==> src/rtl/rv32i_types_pkg.sv <==
`default_nettype none
// ============================================================================
// Module   : rv32i_types_pkg
// Purpose  : Shared RV32 types and writeback-select encodings for the pipeline.
// Revision : 1.0 - initial release
// ============================================================================
package rv32i_types_pkg;

  typedef logic [31:0] word_t;

  typedef enum logic [2:0] {
    LB  = 3'd0,
    LH  = 3'd1,
    LW  = 3'd2,
    LBU = 3'd3,
    LHU = 3'd4,
    SB  = 3'd5,
    SH  = 3'd6,
    SW  = 3'd7
  } load_store_t;

  localparam logic [2:0] WSEL_LOAD  = 3'd0;
  localparam logic [2:0] WSEL_ALU   = 3'd3;
  localparam logic [2:0] WSEL_CSR   = 3'd4;
  localparam logic [1:0] FWSEL_FPU  = 2'd0;
  localparam logic [1:0] FWSEL_LOAD = 2'd1;

  typedef enum logic [0:0] {
    MEM_IDLE = 1'b0,
    MEM_WAIT = 1'b1
  } mem_state_t;

endpackage
`default_nettype wire

==> src/rtl/pipe5_dmem_lane_unit.sv <==
`default_nettype none
// ============================================================================
// Module   : pipe5_dmem_lane_unit
// Purpose  : Load extension, store byte-lane steering and misalignment check.
// Revision : 1.0 - initial release
// ============================================================================
module pipe5_dmem_lane_unit
  import rv32i_types_pkg::*;
(
  input  load_store_t ls_type,
  input  logic [1:0]  offset,
  input  word_t       store_data,
  input  word_t       load_rdata,
  output logic [3:0]  byte_en,
  output word_t       store_wdata,
  output word_t       load_ext,
  output logic        misaligned
);

  logic       w_is_byte;
  logic       w_is_half;
  logic [7:0] w_byte;
  logic [15:0] w_half;

  // Access size comes from the type so byte-sized loads and stores share lanes.
  assign w_is_byte = ls_type inside {LB, LBU, SB};
  assign w_is_half = ls_type inside {LH, LHU, SH};

  always_comb begin
    w_byte = load_rdata[7:0];
    case (offset)
      2'd1:    w_byte = load_rdata[15:8];
      2'd2:    w_byte = load_rdata[23:16];
      2'd3:    w_byte = load_rdata[31:24];
      default: w_byte = load_rdata[7:0];
    endcase
  end

  assign w_half = offset[1] ? load_rdata[31:16] : load_rdata[15:0];

  always_comb begin
    load_ext = load_rdata;
    case (ls_type)
      LB:      load_ext = {{24{w_byte[7]}}, w_byte};
      LBU:     load_ext = {24'd0, w_byte};
      LH:      load_ext = {{16{w_half[15]}}, w_half};
      LHU:     load_ext = {16'd0, w_half};
      default: load_ext = load_rdata;
    endcase
  end

  always_comb begin
    byte_en     = 4'b1111;
    store_wdata = store_data;
    if (w_is_byte) begin
      byte_en     = 4'b0001 << offset;
      store_wdata = {4{store_data[7:0]}};
    end else if (w_is_half) begin
      byte_en     = offset[1] ? 4'b1100 : 4'b0011;
      store_wdata = {2{store_data[15:0]}};
    end
  end

  assign misaligned = (w_is_half & offset[0]) | (~w_is_byte & ~w_is_half & (|offset));

endmodule
`default_nettype wire

==> src/rtl/pipe5_memory_stage.sv <==
`default_nettype none
// ============================================================================
// Module   : pipe5_memory_stage
// Purpose  : Memory stage: dmem request/busy handshake and mem/wb register.
//            FP writeback fields are registered only with RV32F_SUPPORT_EN.
// Revision : 1.0 - initial release
// ============================================================================
module pipe5_memory_stage
  import rv32i_types_pkg::*;
#(
  parameter int ADDR_W = 32,
  parameter int DATA_W = 32
) (
  input  logic              CLK,
  input  logic              nRST,
  input  logic              ex_valid,
  input  logic [DATA_W-1:0] ex_alu_out,
  input  logic [DATA_W-1:0] ex_store_data,
  input  logic              ex_dren,
  input  logic              ex_dwen,
  input  load_store_t       ex_ls_type,
  input  logic [2:0]        ex_w_sel,
  input  logic              ex_wen,
  input  logic [4:0]        ex_reg_rd,
  input  logic [DATA_W-1:0] ex_csr_rdata,
  input  logic [DATA_W-1:0] ex_reg_file_wdata,
  input  logic              ex_f_wen,
  input  logic [4:0]        ex_f_reg_rd,
  input  logic [1:0]        ex_f_wsel,
  input  logic [DATA_W-1:0] ex_fpu_out,
  input  logic [DATA_W-1:0] ex_f_wdata,
  input  logic              flush,
  input  logic [DATA_W-1:0] dmem_rdata,
  input  logic              dmem_busy,
  output logic [ADDR_W-1:0] dmem_addr,
  output logic              dmem_ren,
  output logic              dmem_wen,
  output logic [3:0]        dmem_byte_en,
  output logic [DATA_W-1:0] dmem_wdata,
  output logic              mem_stall,
  output logic              misaligned_load,
  output logic              misaligned_store,
  output logic [DATA_W-1:0] mem_wb_alu_port_out,
  output logic [DATA_W-1:0] mem_wb_dload_ext,
  output logic [DATA_W-1:0] mem_wb_csr_rdata,
  output logic [DATA_W-1:0] mem_wb_reg_file_wdata,
  output logic [2:0]        mem_wb_w_sel,
  output logic              mem_wb_wen,
  output logic [4:0]        mem_wb_reg_rd,
  output logic [DATA_W-1:0] mem_wb_fpu_out,
  output logic [DATA_W-1:0] mem_wb_f_wdata,
  output logic [1:0]        mem_wb_f_wsel,
  output logic              mem_wb_f_wen,
  output logic [4:0]        mem_wb_f_reg_rd
);

  mem_state_t        r_state, w_next_state;
  logic              r_killed;
  logic              r_bus_ren, r_bus_wen;
  logic [ADDR_W-1:0] r_bus_addr;
  logic [3:0]        r_bus_be;
  word_t             r_bus_wdata;
  logic [3:0]        w_lane_be;
  word_t             w_lane_wdata, w_load_ext;
  logic              w_lane_mis, w_mem_op, w_misaligned, w_new_req;
  logic              w_stall, w_commit, w_mis_load, w_mis_store;

  pipe5_dmem_lane_unit u_lane (
    .ls_type     (ex_ls_type),
    .offset      (ex_alu_out[1:0]),
    .store_data  (ex_store_data),
    .load_rdata  (dmem_rdata),
    .byte_en     (w_lane_be),
    .store_wdata (w_lane_wdata),
    .load_ext    (w_load_ext),
    .misaligned  (w_lane_mis)
  );

  assign w_mem_op     = ex_dren | ex_dwen;
  assign w_misaligned = w_mem_op & w_lane_mis;
  assign w_new_req    = ex_valid & w_mem_op & ~w_misaligned & ~flush;
  // A flushed instruction never raises an exception flag.
  assign w_mis_load   = (r_state == MEM_IDLE) & ex_valid & ~flush & ex_dren & ~ex_dwen & w_lane_mis;
  assign w_mis_store  = (r_state == MEM_IDLE) & ex_valid & ~flush & ex_dwen & w_lane_mis;

  always_ff @(posedge CLK or negedge nRST) begin
    if (!nRST) r_state <= MEM_IDLE;
    else       r_state <= w_next_state;
  end

  always_comb begin
    w_next_state = r_state;
    w_stall      = 1'b0;
    w_commit     = 1'b0;
    case (r_state)
      MEM_IDLE: begin
        w_stall  = w_new_req & dmem_busy;
        w_commit = ex_valid & ~flush & ~w_misaligned;
        if (w_stall) w_next_state = MEM_WAIT;
      end
      MEM_WAIT: begin
        w_stall  = dmem_busy;
        w_commit = ex_valid & ~flush & ~r_killed;
        if (!dmem_busy) w_next_state = MEM_IDLE;
      end
      default: w_next_state = MEM_IDLE;
    endcase
  end

  // Bus request is snapshotted every idle cycle and replayed unchanged in WAIT.
  always_ff @(posedge CLK or negedge nRST) begin
    if (!nRST) begin
      r_killed    <= 1'b0;
      r_bus_ren   <= 1'b0;
      r_bus_wen   <= 1'b0;
      r_bus_addr  <= '0;
      r_bus_be    <= '0;
      r_bus_wdata <= '0;
    end else if (r_state == MEM_IDLE) begin
      r_killed    <= 1'b0;
      r_bus_ren   <= w_new_req & ~ex_dwen;
      r_bus_wen   <= w_new_req & ex_dwen;
      r_bus_addr  <= {ex_alu_out[ADDR_W-1:2], 2'b00};
      r_bus_be    <= w_lane_be;
      r_bus_wdata <= w_lane_wdata;
    end else if (flush) begin
      r_killed    <= 1'b1;
    end
  end

  assign dmem_ren     = nRST & ((r_state == MEM_WAIT) ? r_bus_ren : (w_new_req & ~ex_dwen));
  assign dmem_wen     = nRST & ((r_state == MEM_WAIT) ? r_bus_wen : (w_new_req & ex_dwen));
  assign dmem_addr    = (r_state == MEM_WAIT) ? r_bus_addr : {ex_alu_out[ADDR_W-1:2], 2'b00};
  assign dmem_byte_en = (r_state == MEM_WAIT) ? r_bus_be : w_lane_be;
  assign dmem_wdata   = (r_state == MEM_WAIT) ? r_bus_wdata : w_lane_wdata;
  assign mem_stall    = nRST & w_stall;

  always_ff @(posedge CLK or negedge nRST) begin
    if (!nRST) begin
      mem_wb_alu_port_out   <= '0;
      mem_wb_dload_ext      <= '0;
      mem_wb_csr_rdata      <= '0;
      mem_wb_reg_file_wdata <= '0;
      mem_wb_w_sel          <= '0;
      mem_wb_wen            <= 1'b0;
      mem_wb_reg_rd         <= '0;
      misaligned_load       <= 1'b0;
      misaligned_store      <= 1'b0;
    end else begin
      misaligned_load  <= w_mis_load;
      misaligned_store <= w_mis_store;
      if (w_stall) begin
        mem_wb_wen <= 1'b0;
      end else begin
        mem_wb_alu_port_out   <= ex_alu_out;
        mem_wb_dload_ext      <= w_load_ext;
        mem_wb_csr_rdata      <= ex_csr_rdata;
        mem_wb_reg_file_wdata <= ex_reg_file_wdata;
        mem_wb_w_sel          <= ex_w_sel;
        mem_wb_wen            <= ex_wen & w_commit;
        mem_wb_reg_rd         <= ex_reg_rd;
      end
    end
  end

`ifdef RV32F_SUPPORT_EN
  always_ff @(posedge CLK or negedge nRST) begin
    if (!nRST) begin
      mem_wb_fpu_out  <= '0;
      mem_wb_f_wdata  <= '0;
      mem_wb_f_wsel   <= '0;
      mem_wb_f_wen    <= 1'b0;
      mem_wb_f_reg_rd <= '0;
    end else if (w_stall) begin
      mem_wb_f_wen    <= 1'b0;
    end else begin
      mem_wb_fpu_out  <= ex_fpu_out;
      mem_wb_f_wdata  <= ex_f_wdata;
      mem_wb_f_wsel   <= ex_f_wsel;
      mem_wb_f_wen    <= ex_f_wen & w_commit;
      mem_wb_f_reg_rd <= ex_f_reg_rd;
    end
  end
`else
  logic w_fp_unused;
  assign w_fp_unused     = ^{ex_f_wen, ex_f_reg_rd, ex_f_wsel, ex_fpu_out, ex_f_wdata};
  assign mem_wb_fpu_out  = '0;
  assign mem_wb_f_wdata  = '0;
  assign mem_wb_f_wsel   = '0;
  assign mem_wb_f_wen    = 1'b0;
  assign mem_wb_f_reg_rd = '0;
`endif

endmodule
`default_nettype wire

==> config.mk <==
export PLATFORM = sky130hd
export DESIGN_NAME = pipe5_memory_stage
export DESIGN_NICKNAME = d
export VERILOG_FILES = /design/src/rtl/rv32i_types_pkg.sv /design/src/rtl/pipe5_dmem_lane_unit.sv /design/src/rtl/pipe5_memory_stage.sv
export SDC_FILE = /design/constraint.sdc
export NUM_CORES = 1
export LEC_CHECK = 0
export BUFFER_PORTS_ARGS = -buffer_cell sky130_fd_sc_hd__buf_2
export CORE_AREA = 2 2 205 207
export CTS_CLUSTER_DIAMETER = 150
export DETAILED_ROUTE_END_ITERATION = 8
export DIE_AREA = 0 0 207 209
export PLACE_DENSITY = 0.52
export SLEW_MARGIN = 20
export SYNTH_ARGS = -nofsm -noshare
export SYNTH_HDL_FRONTEND = slang
export SYNTH_SLANG_ARGS = --single-unit
==> constraint.sdc <==
create_clock -name CLK -period 4.67 [get_ports CLK]
set_input_delay 0.934 -clock CLK [delete_from_list [all_inputs] [get_ports CLK]]
set_output_delay 0.934 -clock CLK [all_outputs]
set_load 0.02 [all_outputs]
==> run_results.csv <==
group,metric,value,unit
clocking,cts_root_buf,"clkbuf_16",
synth,async_flop_share,100.0,%
clocking,clkTransAtPathRegs,0.06,ns
finish,syn2layout_area_growth,31.66,%
placement,gp_congestion,0.7279,
timing,clock_skew,0.01232,ns
power_and_ir_drop,power_per_cell_area,404.5,nW/um^2
synth,yosys_warnings,0,
global_routing,grt_pass1_wl,44660,um
synth,ys_types,44,
finish,nNetsFinal,1382,
clocking,cts_resized,0,
critical_path,cp_num_cells,8,
critical_path,crit_buf_inv,4,
worst_hold_path,min_path_type,"in2async",
clocking,cts_buffer_depth,3,
floorplan,dieArea,43260,um^2
clocking,cts_setup_buffers,0,
clocking,htree_levels,1,
power_and_ir_drop,vdd_drop_max,0.2152,mV
finish,final_cell_mix,"387 x buf_2, 210 x dfrtp_1, 100 x mux2_1, 76 x mux2_2, 72 x conb_1",
power_and_ir_drop,switching_power,1.507,mW
critical_path,required,3.74,ns
clocking,cts_buffers,26,
floorplan,rows,75,
timing,slew_headroom,27.48,%
finish,utilization,31.18,%
flow_run,maxCapViolCount,0,
critical_path,max_stage_delay,0.44,ns
synth,avgSynthCellArea,13.07,um^2
timing,finalWorstPathRequiredPeriod,3.726,ns
timing,setup_ws,0.9444,ns
synth,synth_area,9778,um^2
critical_path,cp_top_family,"buffers and inverters",
global_routing,grt_util_all_layers,13.12,%
synth,synthAdderAreaFrac,0,%
timing,fin_crit_sh,79.78,%
global_routing,grt-ovfl-total,0,
global_routing,grt_pass1_vias,7512,
global_routing,antenna_found_initial,3,
critical_path,crit_path_start_kind,"input port",
drt,totalWireLength,29240,um
critical_path,crit_path_top_delay_cell,"and2_1",
critical_path,critPathMaxFanout,12,
floorplan,core,41290,um^2
critical_path,r2r_cells,4,
power_and_ir_drop,p_clk_share,40.4,%
synth,synth_top_area_share,54.00,%
floorplan,start_util,23.68,%
timing,maxSlewViolCount,0,
floorplan,die_w,207,um
critical_path,crit_start,"ex_ls_type[2]",
synth,ys.flop_type,"dfrtp_1",
global_routing,grt_start_max_net_pins,139,
synth,synth-compound-area-share,6.449,%
power_and_ir_drop,p_sw_share,28.94,%
drt,via_count,7156,
critical_path,setup.worst_path.class,"in2out",
floorplan,boundaryPins,533,
placement,numPortBuffers,388,
drt,drc,0,
timing,worst_slew_pin_slew,1.088,ns
drt,post_drt_via_cell_ratio,4.237,
status,status,"finished, final reports clean",
critical_path,setup.worst_path.end,"dmem_wdata[20]",
synth,ys_seq_area_share,54.00,%
critical_path,crit_chain,"buf_2 -> xnor2_1 -> buf_4 -> and2_1 -> buf_4 -> mux2i_1 -> o21ai_0 -> buf_2",
placement,hpwlAfterDp,21530,um
floorplan,die_height,209,um
drt,drtIter0Drc,316,
drt,dr.pass1.iters,4,
critical_path,r2r_slack,2.18,ns
clocking,clk_latency,0.54,ns
finish,drive_gt1_share,46.30,%
placement,post-place-ws,0.9230,ns
synth,synthXorXnorAreaFrac,0.3455,%
synth,yosysTopAreaCell,"dfrtp_1",
synth,synthMuxAreaShare,25.00,%
synth,ys_ff_latch,211,
drt,ant_nets,0,
critical_path,timing.rr.end,"mem_wb_csr_rdata[29]",
power_and_ir_drop,p_seq_share,40.0,%
timing,finalSetupViolCount,0,
synth,synthCells,748,
critical_path,endpoint_kind,"output pin",
timing,finalHoldViolations,0,
clocking,cts_tree,"built",
timing,tns,0,ns
critical_path,reg2reg_from,"r_state",
drt,routedWlPerCell,17.31,um
finish,layout_commonest_cell,"buf_2",
power_and_ir_drop,p_leak,6.161,nW
synth,synth_top_family_by_area,"multiplexers",
critical_path,arrival,2.79,ns
clocking,cts_hold_buf,0,
power_and_ir_drop,intPower,3.700,mW
synth,synth-edff-count,0,
power_and_ir_drop,pwr-share-comb,19.6,%
synth,synth_area_leaders,"dfrtp_1 54%, mux2_1 12%, mux2_2 8.8%, buf_4 5.8%, mux2i_1 2.7%",
timing,max_freq,268.4,MHz
synth,synth-simple-area-share,5.054,%
timing,rsz0062_at_grt,"no",
clocking,clock-sinks,211,
[per-stage QoR]
step / power [mW] / std cells / area, um^2 / hold WS [ns]
CTS: 5.311 / 1688 / 12870 / 0.3783
floorplan: 2.768 / 819 / 10040 / 0.4326
detailed placement: 3.152 / 1642 / 11970 / 0.4582
global route: 5.474 / 1688 / 12870 / 0.4100
finish: 5.207 / 1689 / 12870 / 0.3771
global placement: 3.138 / 1642 / 11970 / 0.4504
[registers in the layout, summed over array words and instances (netlist names)]
name and cells:
mem_wb_alu_port_out 32, mem_wb_csr_rdata 32, mem_wb_dload_ext 32, mem_wb_reg_file_wdata 32
r_bus_addr 32, r_bus_wdata 32, mem_wb_reg_rd 5, r_bus_be 4
mem_wb_w_sel 3, mem_wb_wen 1, misaligned_load 1, misaligned_store 1
r_bus_ren 1, r_bus_wen 1, r_killed 1, r_state 1
[logic make-up after synthesis]
group | after synthesis
buf+inv | 132
simple gates | 107
flops | 211
other cells | 1
mux | 211
xor+xnor | 3
compound gates | 83
[metal layers]
metal  wire length, um  vias up  GRT usage [%]
met5                13        -              0
met4               707        2          3.941
met3              2381       48          4.148
met2             13920      299          21.67
met1             12220     3505          16.40
li1                  -     3302              -
[worst min-delay path by stage]
stage | from | endpoint | slack [ns]
3_5_place_dp | r_bus_wen | r_bus_wen | 0.46
6_report | nRST | mem_wb_alu_port_out[19] | 0.38
5_1_grt | nRST | mem_wb_reg_file_wdata[10] | 0.41
4_1_cts | nRST | mem_wb_alu_port_out[19] | 0.38
3_3_place_gp | r_bus_wen | r_bus_wen | 0.45
2_1_floorplan | r_bus_wen | r_bus_wen | 0.43
[power groups by stage]
stage	Combinational [mW]	Clock, mW	Sequential, mW
finish	1.02	2.11	2.08
global route	1.11	2.26	2.10
CTS	1.04	2.19	2.08
detailed placement	1.04	0	2.12
global placement	1.03	0	2.11
floorplan	0.518	0	2.25
[cells in the mapped netlist, drive strengths merged, types with 13 or more instances]
cell type,n
nor2b,13
o221ai,16
dfrtp,211
clkbuf,14
nand2,59
mux2i,27
nand3,16
inv,14
o21ai,28
buf,104
mux2,176
[area by class of cell]
cell class	instances	area, um^2
fill	4266	28420
timing repair buffer	402	2082
sequential	211	5284
multi-input combinational	476	3877
tap	539	674.4
clock buffer	39	790.8
clock inverter	7	110.1
inverter	14	52.55
antenna	1	2.502
Power figures use the tool's default switching activity.
